### src/rtl/imem_boot_pkg.sv
// Shared types and constants for the instruction-memory boot loader.
// Checksum support is selected with the IMEM_BOOT_CHECKSUM_EN macro.
package imem_boot_pkg;

    typedef enum logic [2:0] {
        StHdr0,
        StHdr1,
        StPayload,
        StCksum,
        StFill,
        StDone,
        StErr
    } boot_state_e;

    localparam int unsigned HdrLen       = 2;
    localparam int unsigned BytesPerWord = 4;
    // The word count occupies the whole header
    localparam int unsigned CountW       = HdrLen * 8;

endpackage

### src/rtl/imem_boot_word_asm.sv
// Little-endian byte-to-word assembler; word_o/word_valid_o present the completed word
// combinationally in the cycle its final byte is accepted.
module imem_boot_word_asm
    import imem_boot_pkg::*;
(
    input  logic        clk_i,
    input  logic        rst_i,
    input  logic        clear_i,
    input  logic        byte_valid_i,
    input  logic [7:0]  byte_i,
    output logic [31:0] word_o,
    output logic        word_valid_o
);

    localparam int unsigned CntW = $clog2(BytesPerWord);
    localparam int unsigned ShW  = 8 * (BytesPerWord - 1);
    localparam logic [CntW-1:0] LastIdx = CntW'(BytesPerWord - 1);

    logic [CntW-1:0] cnt_q, cnt_d;
    logic [ShW-1:0]  shreg_q, shreg_d;

    always_comb begin
        cnt_d   = cnt_q;
        shreg_d = shreg_q;
        if (clear_i) begin
            cnt_d   = '0;
            shreg_d = '0;
        end else if (byte_valid_i) begin
            cnt_d   = cnt_q + CntW'(1);
            // Newest byte enters at the top so the first byte ends up least significant
            shreg_d = {byte_i, shreg_q[ShW-1:8]};
        end
    end

    always_ff @(posedge clk_i or posedge rst_i) begin
        if (rst_i) begin
            cnt_q   <= '0;
            shreg_q <= '0;
        end else begin
            cnt_q   <= cnt_d;
            shreg_q <= shreg_d;
        end
    end

    assign word_o       = {byte_i, shreg_q};
    assign word_valid_o = byte_valid_i && !clear_i && (cnt_q == LastIdx);

endmodule

### src/rtl/imem_boot_loader.sv
// Loads a length-prefixed byte stream into instruction memory, zero-fills the rest and starts
// the CPU. Define IMEM_BOOT_CHECKSUM_EN to require a trailing XOR checksum byte.
module imem_boot_loader
    import imem_boot_pkg::*;
#(
    parameter int unsigned IMEM_DEPTH = 256,
    parameter int unsigned ADDR_W     = 8
) (
    input  logic              clk_i,
    input  logic              rst_i,
    input  logic              rx_valid_i,
    input  logic [7:0]        rx_data_i,
    output logic              rx_ready_o,
    output logic              imem_we_o,
    output logic [ADDR_W-1:0] imem_addr_o,
    output logic [31:0]       imem_data_o,
    output logic              cpu_start_o,
    output logic              busy_o,
    output logic              err_o
);

    // One extra bit so a count of exactly IMEM_DEPTH is representable
    localparam int unsigned CntW = ADDR_W + 1;
    localparam logic [CntW-1:0]   DepthC    = CntW'(IMEM_DEPTH);
    localparam logic [CountW-1:0] DepthHdrC = CountW'(IMEM_DEPTH);

    boot_state_e       state_q, state_d;
    logic [7:0]        hdr_lo_q, hdr_lo_d;
    logic [CntW-1:0]   count_q, count_d;
    logic [CntW-1:0]   idx_q, idx_d;
    logic              we_q, we_d;
    logic [ADDR_W-1:0] addr_q, addr_d;
    logic [31:0]       data_q, data_d;
    logic              start_q, start_d;
    logic              err_q, err_d;
`ifdef IMEM_BOOT_CHECKSUM_EN
    logic [7:0]        xor_q, xor_d;
`endif

    logic              accept;
    logic [CountW-1:0] hdr_count;
    logic [CntW-1:0]   idx_inc;
    logic              asm_clear;
    logic              asm_byte_valid;
    logic [31:0]       asm_word;
    logic              asm_word_valid;

    assign rx_ready_o = (state_q == StHdr0) || (state_q == StHdr1) ||
                        (state_q == StPayload) || (state_q == StCksum);
    assign busy_o     = !((state_q == StDone) || (state_q == StErr));
    assign accept     = rx_valid_i && rx_ready_o;
    assign hdr_count  = {rx_data_i, hdr_lo_q};
    assign idx_inc    = idx_q + CntW'(1);

    assign asm_clear      = (state_q != StPayload);
    assign asm_byte_valid = accept && (state_q == StPayload);

    imem_boot_word_asm u_word_asm (
        .clk_i        (clk_i),
        .rst_i        (rst_i),
        .clear_i      (asm_clear),
        .byte_valid_i (asm_byte_valid),
        .byte_i       (rx_data_i),
        .word_o       (asm_word),
        .word_valid_o (asm_word_valid)
    );

    always_comb begin
        state_d  = state_q;
        hdr_lo_d = hdr_lo_q;
        count_d  = count_q;
        idx_d    = idx_q;
        we_d     = 1'b0;
        addr_d   = addr_q;
        data_d   = data_q;
        start_d  = (state_q == StDone);
`ifdef IMEM_BOOT_CHECKSUM_EN
        xor_d    = xor_q;
`endif

        case (state_q)
            StHdr0: begin
                if (accept) begin
                    hdr_lo_d = rx_data_i;
                    state_d  = StHdr1;
`ifdef IMEM_BOOT_CHECKSUM_EN
                    xor_d    = xor_q ^ rx_data_i;
`endif
                end
            end
            StHdr1: begin
                if (accept) begin
`ifdef IMEM_BOOT_CHECKSUM_EN
                    xor_d = xor_q ^ rx_data_i;
`endif
                    idx_d = '0;
                    if (hdr_count > DepthHdrC) begin
                        state_d = StErr;
                    end else begin
                        count_d = hdr_count[CntW-1:0];
                        state_d = (hdr_count == '0) ? StFill : StPayload;
                    end
                end
            end
            StPayload: begin
`ifdef IMEM_BOOT_CHECKSUM_EN
                if (accept) begin
                    xor_d = xor_q ^ rx_data_i;
                end
`endif
                if (asm_word_valid) begin
                    we_d   = 1'b1;
                    addr_d = idx_q[ADDR_W-1:0];
                    data_d = asm_word;
                    idx_d  = idx_inc;
                    if (idx_inc == count_q) begin
`ifdef IMEM_BOOT_CHECKSUM_EN
                        state_d = StCksum;
`else
                        state_d = (count_q == DepthC) ? StDone : StFill;
`endif
                    end
                end
            end
`ifdef IMEM_BOOT_CHECKSUM_EN
            StCksum: begin
                if (accept) begin
                    if (rx_data_i == xor_q) begin
                        state_d = (count_q == DepthC) ? StDone : StFill;
                    end else begin
                        state_d = StErr;
                    end
                end
            end
`endif
            StFill: begin
                // idx_q starts at N here, so addresses N..IMEM_DEPTH-1 are zeroed
                we_d   = 1'b1;
                addr_d = idx_q[ADDR_W-1:0];
                data_d = '0;
                idx_d  = idx_inc;
                if (idx_inc == DepthC) begin
                    state_d = StDone;
                end
            end
            default: begin
            end
        endcase

        err_d = err_q || (state_d == StErr);
    end

    always_ff @(posedge clk_i or posedge rst_i) begin
        if (rst_i) begin
            state_q  <= StHdr0;
            hdr_lo_q <= '0;
            count_q  <= '0;
            idx_q    <= '0;
            we_q     <= 1'b0;
            addr_q   <= '0;
            data_q   <= '0;
            start_q  <= 1'b0;
            err_q    <= 1'b0;
        end else begin
            state_q  <= state_d;
            hdr_lo_q <= hdr_lo_d;
            count_q  <= count_d;
            idx_q    <= idx_d;
            we_q     <= we_d;
            addr_q   <= addr_d;
            data_q   <= data_d;
            start_q  <= start_d;
            err_q    <= err_d;
        end
    end

`ifdef IMEM_BOOT_CHECKSUM_EN
    always_ff @(posedge clk_i or posedge rst_i) begin
        if (rst_i) begin
            xor_q <= '0;
        end else begin
            xor_q <= xor_d;
        end
    end
`endif

    assign imem_we_o   = we_q;
    assign imem_addr_o = addr_q;
    assign imem_data_o = data_q;
    assign cpu_start_o = start_q;
    assign err_o       = err_q;

endmodule
### config.mk
export PLATFORM = sky130hd
export DESIGN_NAME = imem_boot_loader
export DESIGN_NICKNAME = d
export VERILOG_FILES = /design/src/rtl/imem_boot_pkg.sv /design/src/rtl/imem_boot_word_asm.sv /design/src/rtl/imem_boot_loader.sv
export SDC_FILE = /design/constraint.sdc
export NUM_CORES = 1
export LEC_CHECK = 0
export ABC_AREA = 0
export ABC_CLOCK_PERIOD_IN_PS = 2200
export CAP_MARGIN = 20
export CORE_UTILIZATION = 30
export DETAILED_ROUTE_END_ITERATION = 10
export PLACE_DENSITY = 0.57
export SLEW_MARGIN = 25
export SYNTH_ARGS = -nofsm -noshare
export SYNTH_HDL_FRONTEND = slang
export SYNTH_HIERARCHICAL = 1
export SYNTH_SLANG_ARGS = --single-unit
### constraint.sdc
create_clock -name clk_i -period 2.2 [get_ports clk_i]
set_input_delay 0.44 -clock clk_i [delete_from_list [all_inputs] [get_ports clk_i]]
set_output_delay 0.44 -clock clk_i [all_outputs]
set_load 0.03 [all_outputs]
; Word level (Yosys, flattened, before mapping)
; Index checks and enable logic that the tools add are counted.
[op_classes]
addsub = 2
magnitude_cmp = 1
n_eq_ne = 14
muxes = 22
bitwise = 1
reduce_logical = 20
[op_table]
columns = cell, n
row1 = $pmux 32 s2, 1
row2 = $mux 24, 2
row3 = $mux 32, 1
row4 = $pmux 9 s3, 1
row5 = $mux 3, 7
row6 = $eq 9x9->1 const B, 2
row7 = $mux 9, 2
row8 = $gt 16x9->1 const B, 1
row9 = $logic_not 16->1, 1
row10 = $pmux 8 s2, 1
row11 = $eq 3x3->1 const B, 4
row12 = $pmux 3 s4, 1
row13 = $add 9x1->9 const B, 1
row14 = $eq 9x9->1, 1
row15 = $mux 8, 1
row16 = $eq 3x2->1 const B, 2
row17 = $reduce_and 3->1, 2
row18 = $logic_or 1x1->1, 5
row19 = $logic_and 1x1->1, 4
row20 = $mux 2, 2
row21 = $ne 2x2->1 const B, 2
row22 = $reduce_and 2->1, 2
row23 = $reduce_bool 2->1, 2
row24 = $eq 3x1->1 const B, 1
row25 = other kinds (9), 11
[totals]
register_bits = 98
out_inout_bits = 45
elab_cells = 71

; Logic depth before layout (Yosys ltp)
[depth]
depth_word = 12
mapped_depth = 14
ltp_nobuf = 10

; Cells and area by module
; Netlist, hierarchy kept.
[modules_own_cells]
columns = module, instances, cells_each, area_each_um2, seq_area_each_um2
row1 = imem_boot_loader, 1, 355, 3420.8, 1801.7
row2 = imem_boot_word_asm, 1, 96, 1159.9, 650.6

; Least setup slack after synthesis
; No wires, ideal clock.
[synth_timing]
path_type = register to register
startpoint = reg state_q[0]
endpoint = reg err_q (netlist: err_o)
setup_ps = 120
arrival_ps = 2190
t_required_ps = 2080
path_slack_ps = -109
path_stages_with_launch = 13
cell_sequence = dfrtp_1 > buf_2 > nor2_1 > and3_1 > buf_6 > buf_12 > nand2_1 > nor2_1 > o2111ai_1 > a221oi_2 > nand4_2 > o31a_1 > a31o_1
[synth_via]
elab_chain_len = 12
elab_cells_between_ends = 22
cone_classes = eq/ne: 6 / mux: 6 / reduce/logical: 10
[synth_rtl]
columns = item, line
row1 = from (decl), imem_boot_loader.sv:27  ; boot_state_e state_q, state_d;
row2 = from (signal assigned), imem_boot_loader.sv:155  ; state_q <= StHdr0;
row3 = from (signal assigned), imem_boot_loader.sv:165  ; state_q <= state_d;
row4 = $eq 3x1->1 / $logic_not 3->1 (equally long branches), imem_boot_loader.sv:48  ; assign rx_ready_o = (state_q == StHdr0) || (state_q == StHdr1) ||
row5 = $logic_or 1x1->1 (2 in a row), imem_boot_loader.sv:48
row6 = $logic_or 1x1->1, imem_boot_loader.sv:49  ; (state_q == StPayload) || (state_q == StCksum);
row7 = $logic_and 1x1->1, imem_boot_loader.sv:51  ; assign accept = rx_valid_i && rx_ready_o;
row8 = $logic_and 1x1->1 *, imem_boot_loader.sv:56  ; assign asm_byte_valid = accept && (state_q == StPayload);
row9 = net asm_byte_valid, imem_boot_loader.sv:44  ; logic asm_byte_valid;
row10 = $logic_and 1x1->1 * (2 in a row), imem_boot_word_asm.sv:46  ; assign word_valid_o = byte_valid_i && !clear_i && (cnt_q == LastIdx);
row11 = net asm_word_valid, imem_boot_loader.sv:46  ; logic asm_word_valid;
row12 = $mux 3 *, imem_boot_loader.sv:111  ; if (asm_word_valid) begin
row13 = $pmux 3 s4 *, imem_boot_loader.sv:81  ; case (state_q)
row14 = net state_d[1], imem_boot_loader.sv:27
row15 = $eq 3x3->1 *, imem_boot_loader.sv:150  ; err_d = err_q || (state_d == StErr);
row16 = $logic_or 1x1->1 *, imem_boot_loader.sv:150
row17 = net err_d, imem_boot_loader.sv:35  ; logic err_q, err_d;
row18 = to (signal assigned), imem_boot_loader.sv:173  ; err_q <= err_d;
row19 = to (decl), imem_boot_loader.sv:35
; Mark *: on every way through the listed nets, which the timed path passes. The rest lies on a longest branch.
; A chain may end at the register's enable or synchronous reset.

; Worst setup path in the final report
[layout_timing]
startpoint = reg idx_q[3]
endpoint = reg err_q (netlist: err_o)
[layout_via]
elab_chain_len = 7
elab_cells_between_ends = 9
cone_classes = add/sub: 1 / eq/ne: 3 / mux: 4 / reduce/logical: 1
[layout_rtl]
columns = item, line
row1 = from (decl), imem_boot_loader.sv:30  ; logic [CntW-1:0] idx_q, idx_d;
row2 = from (signal assigned), imem_boot_loader.sv:168  ; idx_q <= idx_d;
row3 = $add 9x1->9 *, imem_boot_loader.sv:53  ; assign idx_inc = idx_q + CntW'(1);
row4 = $eq 9x9->1, imem_boot_loader.sv:116  ; if (idx_inc == count_q) begin
row5 = $mux 3, imem_boot_loader.sv:116
row6 = $mux 3, imem_boot_loader.sv:111
row7 = $pmux 3 s4 *, imem_boot_loader.sv:81
row8 = $eq 3x3->1 *, imem_boot_loader.sv:150
row9 = $logic_or 1x1->1 *, imem_boot_loader.sv:150
row10 = net err_d, imem_boot_loader.sv:35
; Marks and branches as above.

==> metrics.yaml <==
run_status:
  status: "finished, violations left"
  violations: "design-rule violations"
critical_path:
  reg2reg_from: "idx_q[3]"
  cp.arrival_ns: 2.35
  path_buf_inv: 1
  critical_path.top_delay_family: "simple AND/OR/NAND/NOR gates"
  end_kind: "flop"
  worstSetupStartpoint: "idx_q[3]"
  slowest_stage: "dfrtp_1"
  max_stage_delay_ns: 0.50
  crit_type: "reg2reg"
  crit_fanout: 6
  cp.required_ns: 2.44
  cp-start-kind: "flop"
  crit_chain: "nand3_4 > or3_1 > a221oi_2 > nand4_2 > buf_4 > a2bb2oi_1 > a31o_1"
yosys:
  synth_ff_type: "dfrtp_1"
  synth_seq_area_share_pct: 53.54
  yosys-top-cells-count: "nand2_1 (103), dfrtp_1 (98), o21ai_0 (40)"
  synth_simple_gate_area_share_pct: 17.34
  syn_nets: 464
  synth-compound-area-share_pct: 9.642
  synth.cell_area_um2: 4581
  synth_top_cell_by_area: "dfrtp_1"
  synthArstFlopShare_pct: 100.0
  ys_warn_count: 6
  synth_area_leaders: "dfrtp_1 (54%), nand2_1 (8.4%), mux2i_1 (5.5%)"
  ys_ff_latch: 98
  syn_inst: 451
  synth_edf_count: 0
  synth_xor_area_share_pct: 3.250
  synth_most_common_cell: "nand2_1"
  synth_top_area_share_pct: 53.54
  synth.avg_cell_area_um2: 10.16
  synth_adder_area_share_pct: 0.5463
  muxShareOfSynthArea_pct: 9.642
  synthDistinctLibCells: 56
  synth_top_family_by_area: "simple AND/OR/NAND/NOR gates"
sta:
  clock_skew_ns: 0.01003
  min_period_over_period_pct: 96.11
  worst_slew_pin_slew_ns: 0.7517
  setup_violations: 0
  fin_crit_ns: 2.114
  slew_violations: 0
  max_slew_margin_pct: 49.89
  finalHoldViolations: 0
  fmax_ghz: 0.4730
  rsz0062_at_grt: "yes"
  setup-tns-final_ns: 0
cells_and_area:
  multi_input_area_um2: 1893
  ff_latch_area_um2: 2456
  area_growth_pct: 25.38
  drive_gt1_share_pct: 17.27
  nets: 530
  n_fill_cell: 1444
  n_antenna_cell: 0
  fin_cells: 705
drt:
  detail-route-antenna-nets: 0
  wl_per_cell_um: 15.11
  via_count: 3373
  routed_wl_um: 10650
  route.detailed.drc: 3
  first_pass_iters: 7
  vias_per_cell: 4.784
  drt_first_iter_violations: 189
grt:
  grt_pass1_wl_um: 17890
  antenna_found_initial: 0
  globalRouteOverflowTotal: 0
  grt_max_degree: 39
  grt_pass1_vias: 3381
  gr-usage-all-layers_pct: 14.46
hold_path:
  hold_path_class: "reg2reg"
  min-delay-start: "err_o"
floorplanning:
  fp-row-count: 44
  coreArea_um2: 14700
  die_h_um: 125.6
  num_io_pins: 56
  die-area_um2: 15770
  fp.dieW_um: 125.6
  start_util_pct: 31.16
pwr:
  irDropWorstVdd_mv: 0.4399
  power_density_nw_per_um2: 586.3
  p_leak_nw: 2.507
cts:
  htree_levels: 3
  clk_latency_ns: 0.35
  cts_buffers: 9
  cts_tree: "done"
  clk_pin_slew_ns: 0.06
  clk_path_buf_depth: 2
  cts_hold_buf: 0
  cts.sinks: 98
  cts_root_buf: "clkbuf_16"
placement:
  numPlacedInstances: 688
  dp_hpwl_um: 7520
  place.gp.congestion: 0.8054
  io_buffers: 55
job:
  cap_violations: 0
## layout make-up
type	instances	share of cell area, %
clock buffers	12	4.292
clock inverters	3	0.4357
inverters	7	0.5229
multi-input cells	308	32.96
flip-flops and latches	98	42.77
well taps	184	4.009
repair buffers	93	15.01
## final timing paths
path | endpoint | slack, ns | cells past startpoint
setup / recovery | err_o | 0.09 | 7
hold / removal | err_o | 0.47 | 1
setup reg to reg | err_o | 0.09 | 7
hold reg to reg | err_o | 0.47 | 1
max in group asynchronous | idx_q[4] | 1.19 | 3
min in group asynchronous | u_word_asm/shreg_q[10] | 0.55 | 3
## layer usage
metal | part of all wire, % | global-route usage (%) | vias to the layer above
met1 | 51 | 21.35 | 1652
li1 | - | - | 1640
met3 | 3.7 | 2.610 | 13
met4 | 1.7 | 6.241 | 0
met5 | 0 | 0 | -
met2 | 44 | 20.56 | 68
## power breakdown
group / leakage [nW] / switching, mW / internal, mW
clock network: 0.129 / 0.682 / 0.799
registers: 1.16 / 0 / 1.80
logic: 1.22 / 0.0552 / 0.0303
total: 2.51 / 0.737 / 2.63
## cell usage in the layout, fill, tap and decap left out, types with 2 or more instances in the layout
cell             instances
mux2i_1                 25
clkinvlp_4               2
o21ai_1                  5
nor3_1                   5
dfrtp_1                 95
o31ai_1                  4
mux2_1                   2
a21boi_0                 2
nand4_1                  2
nor2_2                   2
nor2_1                  33
and3_1                   4
inv_1                    5
xor2_1                   6
nand3_4                  2
a21oi_1                  2
xnor2_1                 11
mux2_2                  15
clkdlybuf4s50_1         53
clkbuf_16                9
dfrtp_2                  3
clkbuf_1                 2
buf_4                   36
nor2b_1                  3
and3_2                   3
a211oi_1                 2
nand3_1                  3
buf_12                   2
or3_1                    2
o21ai_0                 40
nor4_1                   3
nand2_1                102
## state kept, by name, indices dropped and copies added (netlist names)
| signal | count |
|---|---|
| cpu_start_o | 1 |
| err_o | 1 |
| u_word_asm/shreg_q | 24 |
| idx_q | 9 |
| imem_addr_o | 8 |
| imem_we_o | 1 |
| imem_data_o | 32 |
| u_word_asm/cnt_q | 2 |
| hdr_lo_q | 8 |
| count_q | 9 |
| state_q | 3 |
## repair_timing
item                       in CTS  in global routing
resized for setup               1                 10
setup endpoints to repair       1                  3
buffers inserted                0                  2
## cell families (layout without fill, tap and decap cells)
group / count (synthesis) / in the layout
AND/OR/NAND/NOR: 177 / 177
flip-flops: 98 / 98
AO/OA/AOI/OAI: 70 / 70
buffers and inverters: 45 / 115
multiplexers: 42 / 42
XOR/XNOR: 17 / 17
adder cells (fa/ha/maj): 2 / 2
## through the flow
stage	hold WS, ns	instance area (µm²)	utilization [%]	total power, mW	worst slack, ns
floorplan	0.4492	4611	-	1.875	-0.07258
global placement	0.4529	5426	36.92	1.922	-0.2275
detailed placement	0.4589	5426	36.92	1.925	-0.2994
CTS	0.4744	5697	38.76	3.417	0.03588
global route	0.5007	5743	39.07	3.489	-0.005693
finish	0.4674	5743	39.07	3.367	0.08567
Power figures use the tool's default switching activity.
